File: config.mk
export PLATFORM = sky130hd
export DESIGN_NAME = ad9228_fifo_drain_sched
export DESIGN_NICKNAME = d
export VERILOG_FILES = /design/src/rtl/ad9228_pkg.sv /design/src/rtl/ad9228_rr_ptr.sv /design/src/rtl/ad9228_fifo_drain_sched.sv
export SDC_FILE = /design/constraint.sdc
export NUM_CORES = 1
export LEC_CHECK = 0
export CAP_MARGIN = 30
export CORE_ASPECT_RATIO = 1.1
export CORE_UTILIZATION = 45
export DETAILED_ROUTE_END_ITERATION = 6
export GPL_ROUTABILITY_DRIVEN = 0
export PLACE_DENSITY = 0.85
export SETUP_SLACK_MARGIN = 0.3
export SKIP_LAST_GASP = 1
export SLEW_MARGIN = 25
export SYNTH_ARGS = -nofsm -noshare
export SYNTH_HDL_FRONTEND = slang
export SYNTH_SLANG_ARGS = --single-unit
File: constraint.sdc
create_clock -name i_clk -period 2.73 [get_ports i_clk]
set_clock_uncertainty 0.1 [all_clocks]
set_input_delay 0.6825 -clock i_clk [delete_from_list [all_inputs] [get_ports i_clk]]
set_output_delay 0.6825 -clock i_clk [all_outputs]
set_load 0.1 [all_outputs]
File: src/rtl/ad9228_pkg.sv
// ---------------------------------------------------------------------------
// ad9228_pkg
// Shared types and constants for the AD9228 channel-FIFO drain scheduler.
//   state_e  : drain FSM state encoding
//   ch_w()   : channel-select width for a given channel count (min 1 bit)
//   CH_W     : channel-select width for the default 4-channel configuration
// ---------------------------------------------------------------------------
package ad9228_pkg;

    typedef enum logic [2:0] {
        StIdle,
        StScan,
        StRead,
        StCapture,
        StOut
    } state_e;

    function automatic int unsigned ch_w(input int unsigned n);
        return (n > 1) ? $clog2(n) : 1;
    endfunction

    localparam int unsigned NUM_CHANNELS_DEF = 4;
    localparam int unsigned CH_W             = ch_w(NUM_CHANNELS_DEF);

endpackage

File: src/rtl/ad9228_rr_ptr.sv
// ---------------------------------------------------------------------------
// ad9228_rr_ptr
// Wrap-around channel pointer: holds, or advances by one per cycle when
// i_advance is high, wrapping NUM_CHANNELS-1 -> 0.
//   i_clk     : clock
//   i_rst     : synchronous active-high reset (pointer -> 0)
//   i_advance : step the pointer on this edge
//   o_ptr     : current channel (flop output)
// ---------------------------------------------------------------------------
module ad9228_rr_ptr
    import ad9228_pkg::*;
#(
    parameter int unsigned NUM_CHANNELS = 4,
    parameter int unsigned ADDR_W       = ch_w(NUM_CHANNELS)
) (
    input  logic              i_clk,
    input  logic              i_rst,
    input  logic              i_advance,
    output logic [ADDR_W-1:0] o_ptr
);

    logic [ADDR_W-1:0] r_ptr;

    always_ff @(posedge i_clk) begin
        if (i_rst) begin
            r_ptr <= '0;
        end else if (i_advance) begin
            r_ptr <= (r_ptr == ADDR_W'(NUM_CHANNELS - 1)) ? '0 : r_ptr + ADDR_W'(1);
        end
    end

    assign o_ptr = r_ptr;

endmodule

File: src/rtl/ad9228_fifo_drain_sched.sv
// ---------------------------------------------------------------------------
// ad9228_fifo_drain_sched
// Round-robin drain of per-channel ADC FIFOs into a valid/ready stream, with
// up to max(burst_max,1) words per channel grant. All outputs are registered.
//   i_clk, i_rst          : clock, synchronous active-high reset
//   i_enable              : run/stop the drain sequence
//   i_chan_mask           : 1 = channel eligible for service
//   i_burst_max           : max words per grant (0 treated as 1)
//   o_fifo_addr           : channel select to the external FIFO mux
//   o_fifo_rd_en          : one-hot read strobe
//   i_fifo_not_empty/full : muxed status of the addressed FIFO
//   i_fifo_dout           : muxed data, valid one cycle after rd_en
//   o_m_data/o_m_chan     : output sample and its source channel
//   o_m_valid, i_m_ready  : output handshake
//   o_busy                : FSM not idle
//   o_overflow            : sticky per-channel full flags
//   i_overflow_clr        : clear all overflow flags (a same-cycle set wins)
// ---------------------------------------------------------------------------
module ad9228_fifo_drain_sched
    import ad9228_pkg::*;
#(
    parameter int unsigned NUM_CHANNELS = 4,
    parameter int unsigned DATA_WIDTH   = 12,
    parameter int unsigned BURST_W      = 8,
    localparam int unsigned ADDR_W      = ch_w(NUM_CHANNELS)
) (
    input  logic                    i_clk,
    input  logic                    i_rst,
    input  logic                    i_enable,
    input  logic [NUM_CHANNELS-1:0] i_chan_mask,
    input  logic [BURST_W-1:0]      i_burst_max,
    output logic [ADDR_W-1:0]       o_fifo_addr,
    output logic [NUM_CHANNELS-1:0] o_fifo_rd_en,
    input  logic                    i_fifo_not_empty,
    input  logic                    i_fifo_full,
    input  logic [DATA_WIDTH-1:0]   i_fifo_dout,
    output logic [DATA_WIDTH-1:0]   o_m_data,
    output logic [ADDR_W-1:0]       o_m_chan,
    output logic                    o_m_valid,
    input  logic                    i_m_ready,
    output logic                    o_busy,
    output logic [NUM_CHANNELS-1:0] o_overflow,
    input  logic                    i_overflow_clr
);

    state_e                  r_state, w_state_d;
    logic [ADDR_W-1:0]       w_ptr;
    logic                    w_ptr_adv;
    logic [BURST_W-1:0]      r_burst_cnt, w_burst_cnt_d;
    logic [BURST_W-1:0]      w_burst_lim;
    logic                    w_sel_ok;
    logic [NUM_CHANNELS-1:0] w_ptr_onehot;
    logic [NUM_CHANNELS-1:0] r_rd_en, w_rd_en_d;
    logic [DATA_WIDTH-1:0]   r_m_data, w_m_data_d;
    logic [ADDR_W-1:0]       r_m_chan, w_m_chan_d;
    logic                    r_m_valid, w_m_valid_d;
    logic                    r_busy, w_busy_d;
    logic [NUM_CHANNELS-1:0] r_overflow, w_overflow_d;

    // The pointer flop drives the FIFO mux select directly.
    ad9228_rr_ptr #(
        .NUM_CHANNELS (NUM_CHANNELS),
        .ADDR_W       (ADDR_W)
    ) u_rr_ptr (
        .i_clk     (i_clk),
        .i_rst     (i_rst),
        .i_advance (w_ptr_adv),
        .o_ptr     (w_ptr)
    );

    assign w_burst_lim  = (i_burst_max == '0) ? BURST_W'(1) : i_burst_max;
    assign w_sel_ok     = i_chan_mask[w_ptr] && i_fifo_not_empty;
    assign w_ptr_onehot = NUM_CHANNELS'(1) << w_ptr;

    always_comb begin
        w_state_d     = r_state;
        w_ptr_adv     = 1'b0;
        w_burst_cnt_d = r_burst_cnt;
        w_rd_en_d     = '0;
        w_m_data_d    = r_m_data;
        w_m_chan_d    = r_m_chan;
        w_m_valid_d   = r_m_valid;

        unique case (r_state)
            StIdle: begin
                if (i_enable) w_state_d = StScan;
            end
            StScan: begin
                if (!i_enable) begin
                    w_state_d = StIdle;
                end else if (w_sel_ok) begin
                    // rd_en is registered, so it is raised on entry to READ.
                    w_state_d = StRead;
                    w_rd_en_d = w_ptr_onehot;
                end else begin
                    w_ptr_adv = 1'b1;
                end
            end
            StRead: begin
                w_state_d = StCapture;
            end
            StCapture: begin
                w_m_data_d    = i_fifo_dout;
                w_m_chan_d    = w_ptr;
                w_m_valid_d   = 1'b1;
                w_burst_cnt_d = r_burst_cnt + BURST_W'(1);
                w_state_d     = StOut;
            end
            StOut: begin
                if (i_m_ready) begin
                    w_m_valid_d = 1'b0;
                    if (i_enable && w_sel_ok && (r_burst_cnt < w_burst_lim)) begin
                        w_state_d = StRead;
                        w_rd_en_d = w_ptr_onehot;
                    end else begin
                        w_ptr_adv     = 1'b1;
                        w_burst_cnt_d = '0;
                        w_state_d     = i_enable ? StScan : StIdle;
                    end
                end
            end
            default: begin
                w_state_d = StIdle;
            end
        endcase

        w_busy_d = (w_state_d != StIdle);
    end

    // Set beats clear: the full flag is applied after the clear.
    always_comb begin
        w_overflow_d = i_overflow_clr ? '0 : r_overflow;
        if (i_fifo_full) w_overflow_d[w_ptr] = 1'b1;
    end

    always_ff @(posedge i_clk) begin
        if (i_rst) begin
            r_state     <= StIdle;
            r_burst_cnt <= '0;
            r_rd_en     <= '0;
            r_m_data    <= '0;
            r_m_chan    <= '0;
            r_m_valid   <= 1'b0;
            r_busy      <= 1'b0;
            r_overflow  <= '0;
        end else begin
            r_state     <= w_state_d;
            r_burst_cnt <= w_burst_cnt_d;
            r_rd_en     <= w_rd_en_d;
            r_m_data    <= w_m_data_d;
            r_m_chan    <= w_m_chan_d;
            r_m_valid   <= w_m_valid_d;
            r_busy      <= w_busy_d;
            r_overflow  <= w_overflow_d;
        end
    end

    assign o_fifo_addr  = w_ptr;
    assign o_fifo_rd_en = r_rd_en;
    assign o_m_data     = r_m_data;
    assign o_m_chan     = r_m_chan;
    assign o_m_valid    = r_m_valid;
    assign o_busy       = r_busy;
    assign o_overflow   = r_overflow;

endmodule

==> flow_metrics.py, run 1 <==
metrics = {
    "outcome": {
        "status": "completed",
    },
    "grt": {
        "grt_util_all_layers_pct": 21.3,
        "grt_pass1_vias": 1457,
        "busiest_layer": "met2",
        "grt_util_met3_pct": 6.99,
        "grt_max_degree": 17,
        "grt-ovfl-total": 0,
        "antenna_found_initial": 0,
        "grt_util_met1_pct": 23.2,
        "grtUsageMet2_pct": 37.4,
        "grt_pass1_wl_um": 6330,
    },
    "cells_and_area": {
        "stdcell_count": 316,
        "finalCoreUtilization_pct": 68.5,
        "diodes": 0,
        "nets": 308,
        "nFillCells": 318,
        "drive_gt1_share_pct": 21.8,
        "area_growth_pct": 46.2,
    },
    "min_path": {
        "min_from": "o_m_chan[0]$_SDFFE_PP0P_",
        "hold_path_depth": 2,
        "hold_end": "o_m_chan[0]$_SDFFE_PP0P_",
        "hold_path_class": "register to register",
    },
    "timing": {
        "finalSetupTns_ns": 0,
        "report.final.slew_viol_count": 0,
        "fin_crit_sh_pct": 86.7,
        "fin_crit_ns": 2.37,
        "fin_hold_ws_ns": 0.357,
        "timing.fmax_mhz": 423,
        "worstMarginPinSlew_ns": 0.537,
        "rsz0062_at_grt": "no",
        "relSlewSlack_pct": 64.1,
        "final_hold_viol_count": 0,
        "setup_viol": 0,
    },
    "worst_setup_path": {
        "crit_type": "primary input to register",
        "start_kind": "primary input",
        "critPathSlowestCell": "or4_4",
        "worstPathRequired_ns": 2.81,
        "r2r-end": "u_rr_ptr.o_ptr[0]$_SDFFE_PP0P_",
        "worst-path-buf-inv": 1,
        "worst_setup_path_end_kind": "register",
        "rrSetupSlack_ns": 0.58,
        "rr_startpoint": "r_burst_cnt[0]$_SDFFE_PP0P_",
        "cp.arrival_ns": 2.44,
        "path_cells": "dlygate4sd2_1, or4_4, o221ai_4, a221oi_4, o21bai_1, o21a_2, mux2_4",
        "critPathMaxStageDelay_ns": 0.55,
        "cp_max_fo": 3,
        "r2r_cells": 6,
        "crit_family": "compound AO/OA/AOI/OAI gates",
    },
    "floorplanning": {
        "core_area_um2": 3650,
        "pin_count": 57,
        "die_area_um2": 4060,
        "die_h_um": 66.7,
        "die_w_um": 60.8,
        "start_util_pct": 46.9,
        "num_rows": 23,
    },
    "routing": {
        "drtAntennaViolNets": 0,
        "wl_per_cell_um": 13.0,
        "first_pass_iters": 4,
        "routed_via_density": 5.11,
        "drc": 0,
        "drt-initial-drc-count": 57,
        "via_count": 1614,
        "wl_um": 4100,
    },
    "clock_network": {
        "clock_sink_count": 37,
        "cts_root_buf": "clkbuf_8",
        "cts_tree": "yes",
        "numCtsBuffers": 5,
        "clk_pin_slew_ns": 0.07,
        "cts_max_level": 2,
        "clock_latency_ns": 0.29,
        "clockBufferDepth": 2,
    },
    "place": {
        "port_buffers": 56,
        "dp.cells": 308,
        "hpwl_um": 3050,
    },
    "synthesis": {
        "yosys-top-cells-count": "37 x dfxtp_1, 36 x nand2_1, 19 x a21oi_1",
        "synth_area_leaders": "dfxtp_1 43%, ha_1 8.8%, nand2_1 7.9%",
        "netlist_instances": 203,
        "synth_enable_flop_cells": 0,
        "netlist_area_um2": 1710,
        "ys_ff_latch": 37,
        "yosysWarningCount": 0,
        "ys_async_sr_fraction_pct": 0,
        "postSynthAreaPerCell_um2": 8.44,
        "synth.yosys.seq_area_share_pct": 43.2,
        "ys.flop_type": "dfxtp_1",
        "ys_types": 36,
        "yosys.area.top_type_share_pct": 43.2,
        "yosysMostFrequentCell": "dfxtp_1",
        "syn_nets": 246,
        "synth_area_leader_cell": "dfxtp_1",
    },
    "pwr": {
        "power.total_mw": 1.10,
        "p_per_area_nw_per_um2": 440,
        "peakVddDrop_mv": 0.508,
        "p_leak_nw": 1.05,
    },
    "flow_run": {
        "drv_cap": 0,
    },
}
-- where the power goes --
| part | switching (mW) | total, mW | internal, mW |
|---|---|---|---|
| sequential | 0.00769 | 0.554 | 0.546 |
| combinational | 0.0818 | 0.152 | 0.0702 |
| clock | 0.193 | 0.398 | 0.204 |
-- placed cells by master, fill, tap and decap left out, drive strengths merged, types with 5 or more instances in the layout --
cell | netlist | routed
clkdlybuf4s50 | 0 | 23
nor2 | 15 | 15
o21ai | 5 | 5
a21oi | 19 | 19
nand2b | 7 | 7
nand4 | 5 | 5
buf | 3 | 33
nand2 | 36 | 36
nand3 | 5 | 5
clkbuf | 5 | 6
inv | 13 | 13
dfxtp | 37 | 37
ha | 12 | 12
-- metal layers --
layer / wire [µm] / part of all wire (%)
met1: 1710 / 42
met3: 165 / 4.0
met2: 2180 / 53
met4: 45 / 1.1
met5: 0 / 0
-- per-stage QoR --
step           setup WS, ns  instance area, µm²
3_3_place_gp        -0.0887                2320
3_5_place_dp         -0.133                2320
4_1_cts               0.242                2420
2_1_floorplan         0.302                1740
5_1_grt               0.291                2500
6_report              0.364                2500
-- sequential cells by signal (all words and copies together), names as in the netlist --
register and count:
o_m_chan 2, r_burst_cnt 8, o_busy 1, o_fifo_rd_en 4, o_m_valid 1, r_state 3, o_m_data 12, o_overflow 4
u_rr_ptr.o_ptr 2
-- kinds of logic after synthesis --
logic type / after synthesis / share of synthesized area, %
mux: 4 / 2.41
simple gates: 82 / 23.3
fa+ha+maj: 12 / 8.77
flops: 37 / 43.2
xor+xnor: 6 / 3.07
buf+inv: 21 / 4.60
compound gates: 41 / 14.6
-- final cells by class --
class / count / area [µm²] / area share [%]
Multi-Input combinational cell: 145 / 1000 / 39.9
Sequential cell: 37 / 743 / 29.7
Timing Repair Buffer: 63 / 554 / 22.1
Clock buffer: 6 / 82.6 / 3.30
Tap cell: 50 / 62.6 / 2.50
Inverter: 13 / 48.8 / 1.95
Clock inverter: 2 / 13.8 / 0.549
-- timing repair --
action	4_1_cts	5_1_grt
buffers inserted	0	0
pin swaps	4	7
setup endpoints to repair	14	16
gates resized for setup	5	13
hold buffers	0	0
-- worst min-delay path, delay by kind of cell (launching register included) --
kind	cells	cell delay, ns
AOI/OAI and AO/OA	1	0.05
and+or+nand+nor	1	0.05
DFF	1	0.31
-- how the worst max path moves through the flow --
stage / cells past startpoint / end / slack (ns) / startpoint
3_3_place_gp: 8 / u_rr_ptr.o_ptr[0]$_SDFFE_PP0P_ / -0.09 / i_burst_max[3]
6_report: 7 / u_rr_ptr.o_ptr[0]$_SDFFE_PP0P_ / 0.36 / i_burst_max[2]
3_5_place_dp: 8 / u_rr_ptr.o_ptr[0]$_SDFFE_PP0P_ / -0.13 / i_burst_max[3]
5_1_grt: 7 / u_rr_ptr.o_ptr[0]$_SDFFE_PP0P_ / 0.29 / i_burst_max[2]
4_1_cts: 7 / u_rr_ptr.o_ptr[0]$_SDFFE_PP0P_ / 0.24 / i_burst_max[5]
2_1_floorplan: 6 / u_rr_ptr.o_ptr[0]$_SDFFE_PP0P_ / 0.30 / i_burst_max[5]
Power figures use the tool's default switching activity.
==> inputs of run 2 (changes only) <==
--- a/config.mk
+++ b/config.mk
@@ -5,7 +5,7 @@
 export SDC_FILE = /design/constraint.sdc
 export NUM_CORES = 1
 export LEC_CHECK = 0
-export CAP_MARGIN = 30
+export CAP_MARGIN = 5
 export CORE_ASPECT_RATIO = 1.1
 export CORE_UTILIZATION = 45
 export DETAILED_ROUTE_END_ITERATION = 6
==> results of run 2 <==
Same layout as run 1: the final DEF is identical, and so are final timing and power.
